--- src/rtl/gated_or_filter.sv ---
`default_nettype none
// ============================================================================
// Module   : gated_or_filter
// Purpose  : Multi-lane gated-OR (C & (A | B)) with per-lane stability
//            filter, saturating rising-edge counter and sticky rise flags.
// Revision : 1.0 - initial release
// ============================================================================
module gated_or_filter #(
    parameter int WIDTH  = 4,
    parameter int STABLE = 3,
    parameter int CNT_W  = 8
) (
    input  logic             clk,
    input  logic             rst,
    input  logic             en,
    input  logic             clr,
    input  logic [WIDTH-1:0] A,
    input  logic [WIDTH-1:0] B,
    input  logic [WIDTH-1:0] C,
    output logic [WIDTH-1:0] D,
    output logic             any_d,
    output logic [CNT_W-1:0] edge_cnt,
    output logic [WIDTH-1:0] sticky
);

    localparam int              c_CW       = $clog2(STABLE + 1);
    localparam int              c_SW       = CNT_W + 6;
    localparam logic [c_CW-1:0] c_LAST     = c_CW'(STABLE - 1);
    localparam logic [c_SW-1:0] c_CNT_MAX  = c_SW'((1 << CNT_W) - 1);

    logic [WIDTH-1:0] out_q, out_d;
    logic [c_CW-1:0]  cnt_q [WIDTH];
    logic [c_CW-1:0]  cnt_d [WIDTH];
    logic [CNT_W-1:0] edge_q, edge_d;
    logic [WIDTH-1:0] sticky_q, sticky_d;

    logic [WIDTH-1:0] w_raw;
    logic [WIDTH-1:0] w_rise;
    logic [c_SW-1:0]  w_pop;
    logic [c_SW-1:0]  w_base;
    logic [c_SW-1:0]  w_sum;

    assign w_raw = C & (A | B);

    // Per-lane filter: a lane flips only on the STABLE-th consecutive
    // enabled cycle in which the raw term disagrees with the output.
    always_comb begin
        out_d = out_q;
        for (int i = 0; i < WIDTH; i++) begin
            cnt_d[i] = cnt_q[i];
            if (en) begin
                if (w_raw[i] == out_q[i]) begin
                    cnt_d[i] = '0;
                end else if (cnt_q[i] == c_LAST) begin
                    out_d[i] = w_raw[i];
                    cnt_d[i] = '0;
                end else begin
                    cnt_d[i] = cnt_q[i] + 1'b1;
                end
            end
        end
    end

    assign w_rise = out_d & ~out_q;

    always_comb begin
        w_pop = '0;
        for (int i = 0; i < WIDTH; i++) begin
            w_pop = w_pop + c_SW'(w_rise[i]);
        end
    end

    // Clear restarts from zero but still records rises on the same edge.
    assign w_base   = clr ? '0 : c_SW'(edge_q);
    assign w_sum    = w_base + w_pop;
    assign edge_d   = (w_sum > c_CNT_MAX) ? '1 : w_sum[CNT_W-1:0];
    assign sticky_d = clr ? w_rise : (sticky_q | w_rise);

    always_ff @(posedge clk or posedge rst) begin
        if (rst) begin
            out_q    <= '0;
            edge_q   <= '0;
            sticky_q <= '0;
            for (int i = 0; i < WIDTH; i++) begin
                cnt_q[i] <= '0;
            end
        end else begin
            out_q    <= out_d;
            edge_q   <= edge_d;
            sticky_q <= sticky_d;
            for (int i = 0; i < WIDTH; i++) begin
                cnt_q[i] <= cnt_d[i];
            end
        end
    end

    assign D        = out_q;
    assign any_d    = |out_q;
    assign edge_cnt = edge_q;
    assign sticky   = sticky_q;

endmodule
`default_nettype wire

--- config.mk ---
export PLATFORM = sky130hd
export DESIGN_NAME = gated_or_filter
export DESIGN_NICKNAME = d
export VERILOG_FILES = /design/src/rtl/gated_or_filter.sv
export SDC_FILE = /design/constraint.sdc
export NUM_CORES = 1
export LEC_CHECK = 0
export BUFFER_PORTS_ARGS = -buffer_cell sky130_fd_sc_hd__buf_2
export CAP_MARGIN = 20
export CORE_MARGIN = 3
export CORE_UTILIZATION = 35
export DETAILED_ROUTE_END_ITERATION = 8
export PLACE_DENSITY = 0.64
export SLEW_MARGIN = 0
export SYNTH_ARGS = -nofsm -noshare
export SYNTH_HDL_FRONTEND = slang
export SYNTH_SLANG_ARGS = --single-unit
--- constraint.sdc ---
create_clock -name clk -period 8.46 [get_ports clk]
set_input_delay 1.692 -clock clk [delete_from_list [all_inputs] [get_ports clk]]
set_output_delay 1.692 -clock clk [all_outputs]
set_load 0.05 [all_outputs]
### Word-level counts from Yosys, hierarchy flattened

Index checks and enable logic that the tools add are counted.

* register bits: 24
* input bits: 16
* output and inout bits: 17
* word-level logic and storage cells: 53

* add/subtract/negate cells: 8
* order comparisons: 1
* equal/unequal tests: 8
* mux-type cells: 23
* bitwise operators: 5
* reduce and logical (&&, ||, !) cells: 1

Operator list (count)
* 2-bit 2-to-1 mux: 8
* 8-bit 2-to-1 mux: 2
* 1-bit 2-to-1 mux: 12
* 8-bit by 4-bit adder with 9-bit output: 1
* 9-bit by 8-bit > comparator with 1-bit output, second input constant: 1
* 2-bit by 1-bit adder with 2-bit output, second input constant: 4
* 4-bit bitwise AND: 2
* 2-bit == test, second input constant: 4
* 4-bit bitwise OR: 2
* 3-bit by 1-bit adder with 4-bit output: 1
* 1-bit == test: 4
* 4-bit 2-to-1 mux: 1
* 4-bit inverter: 1
* 4-bit OR reduction: 1
* 2-bit by 1-bit adder with 3-bit output: 1
* 1-bit by 1-bit adder with 2-bit output: 1

### Longest topological paths before layout

Gate-level depths: netlist of run 1.

* depth after elaboration: 12
* mapped depth: 12
* depth with buffers taken out: 12

### Worst setup path after synthesis of run 1

Ideal clock, no wire load.

* path type: input to register
* from: in B[1]
* to: reg edge_q[3] (netlist: edge_cnt[3])
* setup time: 0.077 ns
* data arrival time: 3.921 ns
* data required time: 8.383 ns
* setup slack: 4.462 ns
* stages on the path: 11
* path buffers: 0
* cell sequence: o21ai_0 > or3_1 > nor2_1 > fa_1 > inv_1 > fa_1 > inv_1 > fa_1 > and4_1 > nand4_2 > a21oi_1

* word-level cells in the longest chain between the ends: 12
* elaborated cells between the ends (all ways): 13
* classes of those cells: add/sub: 4; order compare: 1; eq/ne: 1; mux: 4; bitwise: 3

Ends and longest elaborated chain
* from (decl): line 18 `input logic [WIDTH-1:0] B,`
* 4-bit bitwise OR *: line 43 `assign w_raw = C & (A | B);`
* 4-bit bitwise AND *: line 43
* 1-bit 2-to-1 mux or 1-bit == test (tied branches): line 54, 52
* 1-bit 2-to-1 mux *: line 52 `if (w_raw[i] == out_q[i]) begin`
* 1-bit 2-to-1 mux *: line 51 `if (en) begin`
* 4-bit bitwise AND *: line 64 `assign w_rise = out_d & ~out_q;`
* 1-bit by 1-bit adder with 2-bit output *: line 69 `w_pop = w_pop + c_SW'(w_rise[i]);`
* 2-bit by 1-bit adder with 3-bit output *: line 69
* 3-bit by 1-bit adder with 4-bit output *: line 69
* 8-bit by 4-bit adder with 9-bit output *: line 75 `assign w_sum = w_base + w_pop;`
* 9-bit by 8-bit > comparator with 1-bit output: line 76 `assign edge_d = (w_sum > c_CNT_MAX) ? '1 : w_sum[CNT_W-1:0];`
* 8-bit 2-to-1 mux *: line 76
* named net edge_d[3]: line 34 `logic [CNT_W-1:0] edge_q, edge_d;`
* to (signal assigned): line 89 `edge_q <= edge_d;`
* to (decl): line 34

The timed path passes the listed nets; every way through them passes the cells marked *.
A chain may end at the register's enable or synchronous reset.

### Worst setup path after layout of run 1

* from: in en
* to: reg edge_q[3] (netlist: edge_cnt[3])

* word-level cells in the longest chain between the ends: 8
* elaborated cells between the ends (all ways): 11
* classes of those cells: add/sub: 4; order compare: 1; mux: 5; bitwise: 1

Ends and longest elaborated chain
* from (decl): line 15 `input logic en,`
* 1-bit 2-to-1 mux: line 51
* 4-bit bitwise AND *: line 64
* 1-bit by 1-bit adder with 2-bit output: line 69
* 2-bit by 1-bit adder with 3-bit output: line 69
* 3-bit by 1-bit adder with 4-bit output *: line 69
* 8-bit by 4-bit adder with 9-bit output *: line 75
* 9-bit by 8-bit > comparator with 1-bit output: line 76
* 8-bit 2-to-1 mux *: line 76
* named net edge_d[3]: line 34

Marked as above.

==> results of run 1 <==
[power by group through the flow]
stage / registers (mW) / clock network (mW) / logic (mW)
floorplan: 0.212 / 0 / 0.0707
global placement: 0.171 / 0 / 0.144
detailed placement: 0.174 / 0 / 0.147
CTS: 0.172 / 0.0634 / 0.147
global route: 0.177 / 0.0691 / 0.158
finish: 0.171 / 0.0592 / 0.146
[Yosys cell counts (2+ instances only)]
library cell,instances
nand2b_1,5
mux2i_1,2
o21ai_0,10
nor3_1,2
inv_1,12
mux2_2,2
nand3_1,5
o22ai_1,6
nor2_1,6
xor2_1,3
fa_1,3
xnor2_1,4
nand2_1,12
or3_1,3
nor2b_1,2
dfrtp_1,24
o21ai_1,2
[routing by layer]
| layer | routed length (um) | vias to the layer above | track usage, % | part of all wire, % |
|---|---|---|---|---|
| li1 | - | 472 | - | - |
| met1 | 1030 | 458 | 15.2 | 43 |
| met2 | 1210 | 24 | 22.0 | 51 |
| met3 | 137 | 0 | 4.27 | 5.8 |
| met4 | 0 | 0 | 1.55 | 0 |
| met5 | 0 | - | 0 | 0 |
[registers in the layout, indices dropped and copies added, names as in the netlist]
signal and count:
D 4, sticky 4, cnt_q 8, edge_cnt 8
[metrics by stage]
stage               power (mW)  hold slack (ns)
floorplan                0.282            0.470
global placement         0.315            0.496
detailed placement       0.321            0.504
CTS                      0.383            0.542
global route             0.404            0.577
finish                   0.376            0.535
[cell families (layout without fill, tap and decap cells)]
group / Yosys count / count (layout) / share of synthesized area, %
AOI/OAI and AO/OA: 23 / 23 / 11.6
xor gates and xnor gates: 7 / 7 / 5.02
adders and majority gates: 4 / 4 / 5.94
buffers and inverters: 14 / 48 / 5.01
DFF: 24 / 24 / 49.1
muxes: 4 / 4 / 3.48
and+or+nand+nor: 43 / 43 / 19.9
[layout make-up]
cell class	instances	area, um2
fillers	333	1750
flip-flops and latches	24	601
multi-input cells	81	561
repair buffers	32	160
well taps	44	55.1
inverters	12	45.0
clock buffers	4	36.3
[worst paths after layout]
kind | end | slack, ns | from | cells after the start
hold reg to reg | cnt_q[6] | 0.53 | cnt_q[6] | 2
max in group asynchronous | cnt_q[2] | 6.36 | rst | 2
hold / removal | cnt_q[6] | 0.53 | cnt_q[6] | 2
setup reg to reg | edge_cnt[3] | 5.65 | cnt_q[6] | 11
min in group asynchronous | edge_cnt[7] | 1.55 | rst | 2
setup / recovery | edge_cnt[3] | 4.47 | en | 12
[critical path, delay by kind of cell]
family	cells	cell delay, ns
fa+ha+maj	3	1.02
compound gates	1	0.08
simple gates	5	1.00
buf+inv	3	0.38
==> impl_metrics.tcl, run 1 <==
set metrics [dict create \
    power_frac_comb_pct 38.7 \
    grt_setup_unrepaired "no" \
    critPathCaptureType "register" \
    start_util_pct 38.2 \
    drv_cap 0 \
    p_per_area_nw_per_um2 258 \
    intPower_uw 214 \
    port_buffers 32 \
    cts_root_buf "clkbuf_4" \
    nets 174 \
    status "finished clean" \
    start_kind "input port" \
    syn_to_final_growth_pct 19.2 \
    post_synth_main_area_contributors "dfrtp_1, fa_1, o21ai_0" \
    drt_iter0_markers 39 \
    max_stage_delay_ns 0.42 \
    core_area_um2 3200 \
    path_class "in2reg" \
    insertion_delay_ns 0.31 \
    setup_slack_ns 4.47 \
    ctsHoldBuffers 0 \
    yosysTopAreaCell "dfrtp_1" \
    yosys_warnings 0 \
    layout_common_cells "buf_2, dfrtp_1, inv_1, nand2_1, o21ai_0" \
    synthArstFlopShare_pct 100 \
    cts.sinks 24 \
    syn_inst 119 \
    gp_congestion 0.802 \
    synth_seq_cells 24 \
    clkSlewWorstSetupHoldPaths_ns 0.13 \
    crit_slowest_cell "fa_1" \
    synth_ff_type "dfrtp_1" \
    via_count 954 \
    die_area_um2 4240 \
    switching_share_pct 43.2 \
    final.period_utilization_pct 47.2 \
    grt_max_degree 25 \
    tritoncts "yes" \
    numCtsBuffers 3 \
    clockBufferDepth 2 \
    hold_class "reg2reg" \
    drc 0 \
    pwr-share-clk_pct 15.8 \
    yosysSeqAreaShare_pct 49.1 \
    fp.dieH_um 65.1 \
    final_core_util_pct 45.5 \
    place_ws_ns 4.09 \
    slew_headroom_pct 40.3 \
    crit_fanout 16 \
    required_ns 8.66 \
    fin_setup_tns_ns 0 \
    synth_edf_count 0 \
    crit_path_frequent_cell "fa_1" \
    fin_area_um2 1460 \
    p_leak_nw 0.761 \
    setup_viol 0 \
    track_usage_pct 12.5 \
    final_common_cell "buf_2" \
    grt_antenna_before_repair 0 \
    fmax_mhz 250 \
    instances_no_fill 197 \
    drtPass1Iterations 4 \
    worst_slew_pin_slew_ns 0.895 \
    p_sw_uw 162 \
    io_pins 33 \
    drtAntennaViolNets 0 \
    dp.cells 193 \
    drive_gt1_share_pct 29.4 \
    grt_pass1_wl_um 4080 \
    skew_ns 0.00439 \
    viasPerCell 4.84 \
    crit_chain "buf_2 -> nand2b_1 -> or3_4 -> nor2_1 -> fa_1 -> inv_1 -> fa_1 -> inv_1 -> fa_1 -> and4_1 -> nand4_2 -> a21oi_1" \
    post_cts_buffers 0 \
    synth_area_um2 1220 \
    dpl-instance-area_um2 1420 \
    synth.avg_cell_area_um2 10.3 \
    yosysTopAreaCellShare_pct 49.1 \
    power_frac_seq_pct 45.5 \
    grt-ovfl-total 0 \
    drt_wl_total_um 2380 \
    routedWlPerCell_um 12.1 \
    finalHoldViolCount 0 \
    antenna-diode-count 0 \
    period_needed_ns 3.99 \
    synth_cell_types 33 \
    dieWidth_um 65.1 \
    maxSlewViolCount 0 \
    hpwl_um 1900 \
    rows 20 \
    cts_htree_levels 1 \
    syn_nets 139 \
    ir_drop_v 0.000160 \
    cts_resized 0 \
    grt_pass1_vias 936 \
    crit_arrival_ns 4.20 \
]
(Power assumes the default switching activity.)
==> inputs of run 2 (changes only) <==
PLACE_DENSITY = 0.66   (was 0.64)
clock period = 3.55 ns   (was 8.46 ns; I/O delays follow)
==> impl_metrics.tcl, run 2 (synthesized netlist as in run 1, its figures left out) <==
set metrics [dict create \
    status "finished clean" \
    fin_setup_tns_ns 0 \
    cts_resized 0 \
    syn_to_final_growth_pct 18.7 \
    critPathCaptureType "register" \
    layout_common_cells "buf_2, dfrtp_1, inv_1, nand2_1, o21ai_0" \
    clockBufferDepth 2 \
    maxSlewViolCount 0 \
    ff2ff_path_depth 11 \
    crit_arrival_ns 3.21 \
    gp_congestion 0.865 \
    required_ns 3.79 \
    drv_cap 0 \
    hpwl_um 1840 \
    fp.dieH_um 65.1 \
    skew_ns 0.00447 \
    num-fill-cells 328 \
    crit_chain "buf_2 -> nand2b_1 -> or3_4 -> nor2_1 -> fa_1 -> inv_1 -> fa_1 -> inv_1 -> fa_1 -> and4_1 -> nand2_1 -> mux2i_1" \
    path_class "in2reg" \
    crit_fanout 12 \
    intPower_uw 487 \
    port_buffers 32 \
    final_core_util_pct 45.3 \
    max_stage_delay_ns 0.43 \
    io_pins 33 \
    nets 175 \
    drt_wl_total_um 2320 \
    viasPerCell 4.79 \
    cts_root_buf "clkbuf_4" \
    regArea_um2 601 \
    drtAntennaViolNets 0 \
    rows 20 \
    via_count 943 \
    core_area_um2 3200 \
    drive_gt1_share_pct 29.4 \
    grt_setup_unrepaired "no" \
    switching_share_pct 43.9 \
    reg2reg_to "edge_cnt[6]" \
    pwr-share-clk_pct 13.3 \
    p_sw_uw 382 \
    drtPass1Iterations 4 \
    insertion_delay_ns 0.31 \
    post_cts_buffers 0 \
    crit_path_frequent_cell "fa_1" \
    min_from "cnt_q[6]" \
    die_area_um2 4240 \
    r2r_slack_ns 0.72 \
    ctsHoldBuffers 0 \
    dp.cells 194 \
    clkSlewWorstSetupHoldPaths_ns 0.12 \
    grt_pass1_wl_um 3970 \
    numCtsBuffers 3 \
    antenna-diode-count 0 \
    ir_drop_v 0.000382 \
    finalHoldViolCount 0 \
    setup_viol 0 \
    grt_max_degree 25 \
    crit_slowest_cell "fa_1" \
    routedWlPerCell_um 11.8 \
    final_common_cell "buf_2" \
    power_frac_seq_pct 46.7 \
    power_frac_comb_pct 40.0 \
    grt-ovfl-total 0 \
    start_util_pct 38.2 \
    track_usage_pct 11.6 \
    fmax_mhz 336 \
    endpoint "edge_cnt[6]" \
    p_leak_nw 0.758 \
    worstSetupStartpoint "en" \
    cts_htree_levels 1 \
    period_needed_ns 2.98 \
    start_kind "input port" \
    worst_slew_pin_slew_ns 0.883 \
    slew_headroom_pct 41.1 \
    final.period_utilization_pct 83.8 \
    drt_iter0_markers 31 \
    drc 0 \
    hold_class "reg2reg" \
    grt_pass1_vias 947 \
    instances_no_fill 197 \
    reg2reg_from "cnt_q[6]" \
    dieWidth_um 65.1 \
    tritoncts "yes" \
    grt_antenna_before_repair 0 \
    cts.sinks 24 \
    multi_input_area_um2 561 \
    p_per_area_nw_per_um2 599 \
    power_uw 869 \
]
## run 2: changes by cell type in the layout (fill, tap and decap cells not counted)
cell / previous run / this run
buf_4: 0 / 1
clkbuf_8: 1 / 0
## run 2: cell type report
| class | instances | area share [%] |
|---|---|---|
| clock buffers | 3 | 1.55 |
| inverters | 12 | 3.10 |
| multi-input cells | 81 | 38.6 |
| flip-flops and latches | 24 | 41.4 |
| well taps | 44 | 3.79 |
| repair buffers | 33 | 11.6 |
## run 2: per-stage QoR
step | hold slack [ns] | area [um2] | setup WS [ns]
floorplan | 0.470 | 1220 | 0.534
global route | 0.561 | 1450 | 0.371
CTS | 0.537 | 1450 | 0.555
finish | 0.538 | 1450 | 0.574
global placement | 0.501 | 1430 | 0.300
detailed placement | 0.506 | 1430 | 0.215
## run 2: routing by layer
metal	vias up	GRT usage (%)	wire length, um
met2	24	20.3	1150
met3	2	1.54	119
met4	0	3.11	10
li1	474	-	-
met5	-	0	0
met1	443	15.1	1050
## run 2: critical path, delay by kind of cell
family | cells | cell delay [ns]
mux | 1 | 0.18
buf+inv | 3 | 0.34
simple gates | 5 | 0.94
fa+ha+maj | 3 | 1.03
## run 2: worst min-delay path by stage
| stage | endpoint | depth (start not counted) |
|---|---|---|
| 2_1_floorplan | cnt_q[6] | 2 |
| 3_3_place_gp | cnt_q[6] | 2 |
| 3_5_place_dp | cnt_q[6] | 2 |
| 4_1_cts | cnt_q[6] | 2 |
| 5_1_grt | sticky[1] | 2 |
| 6_report | cnt_q[6] | 2 |
## run 2: power groups by stage
stage	clock network, mW	registers [mW]	logic (mW)
detailed placement	0	0.412	0.351
global placement	0	0.408	0.343
finish	0.116	0.405	0.347
global route	0.132	0.417	0.378
floorplan	0	0.505	0.169
CTS	0.123	0.406	0.352
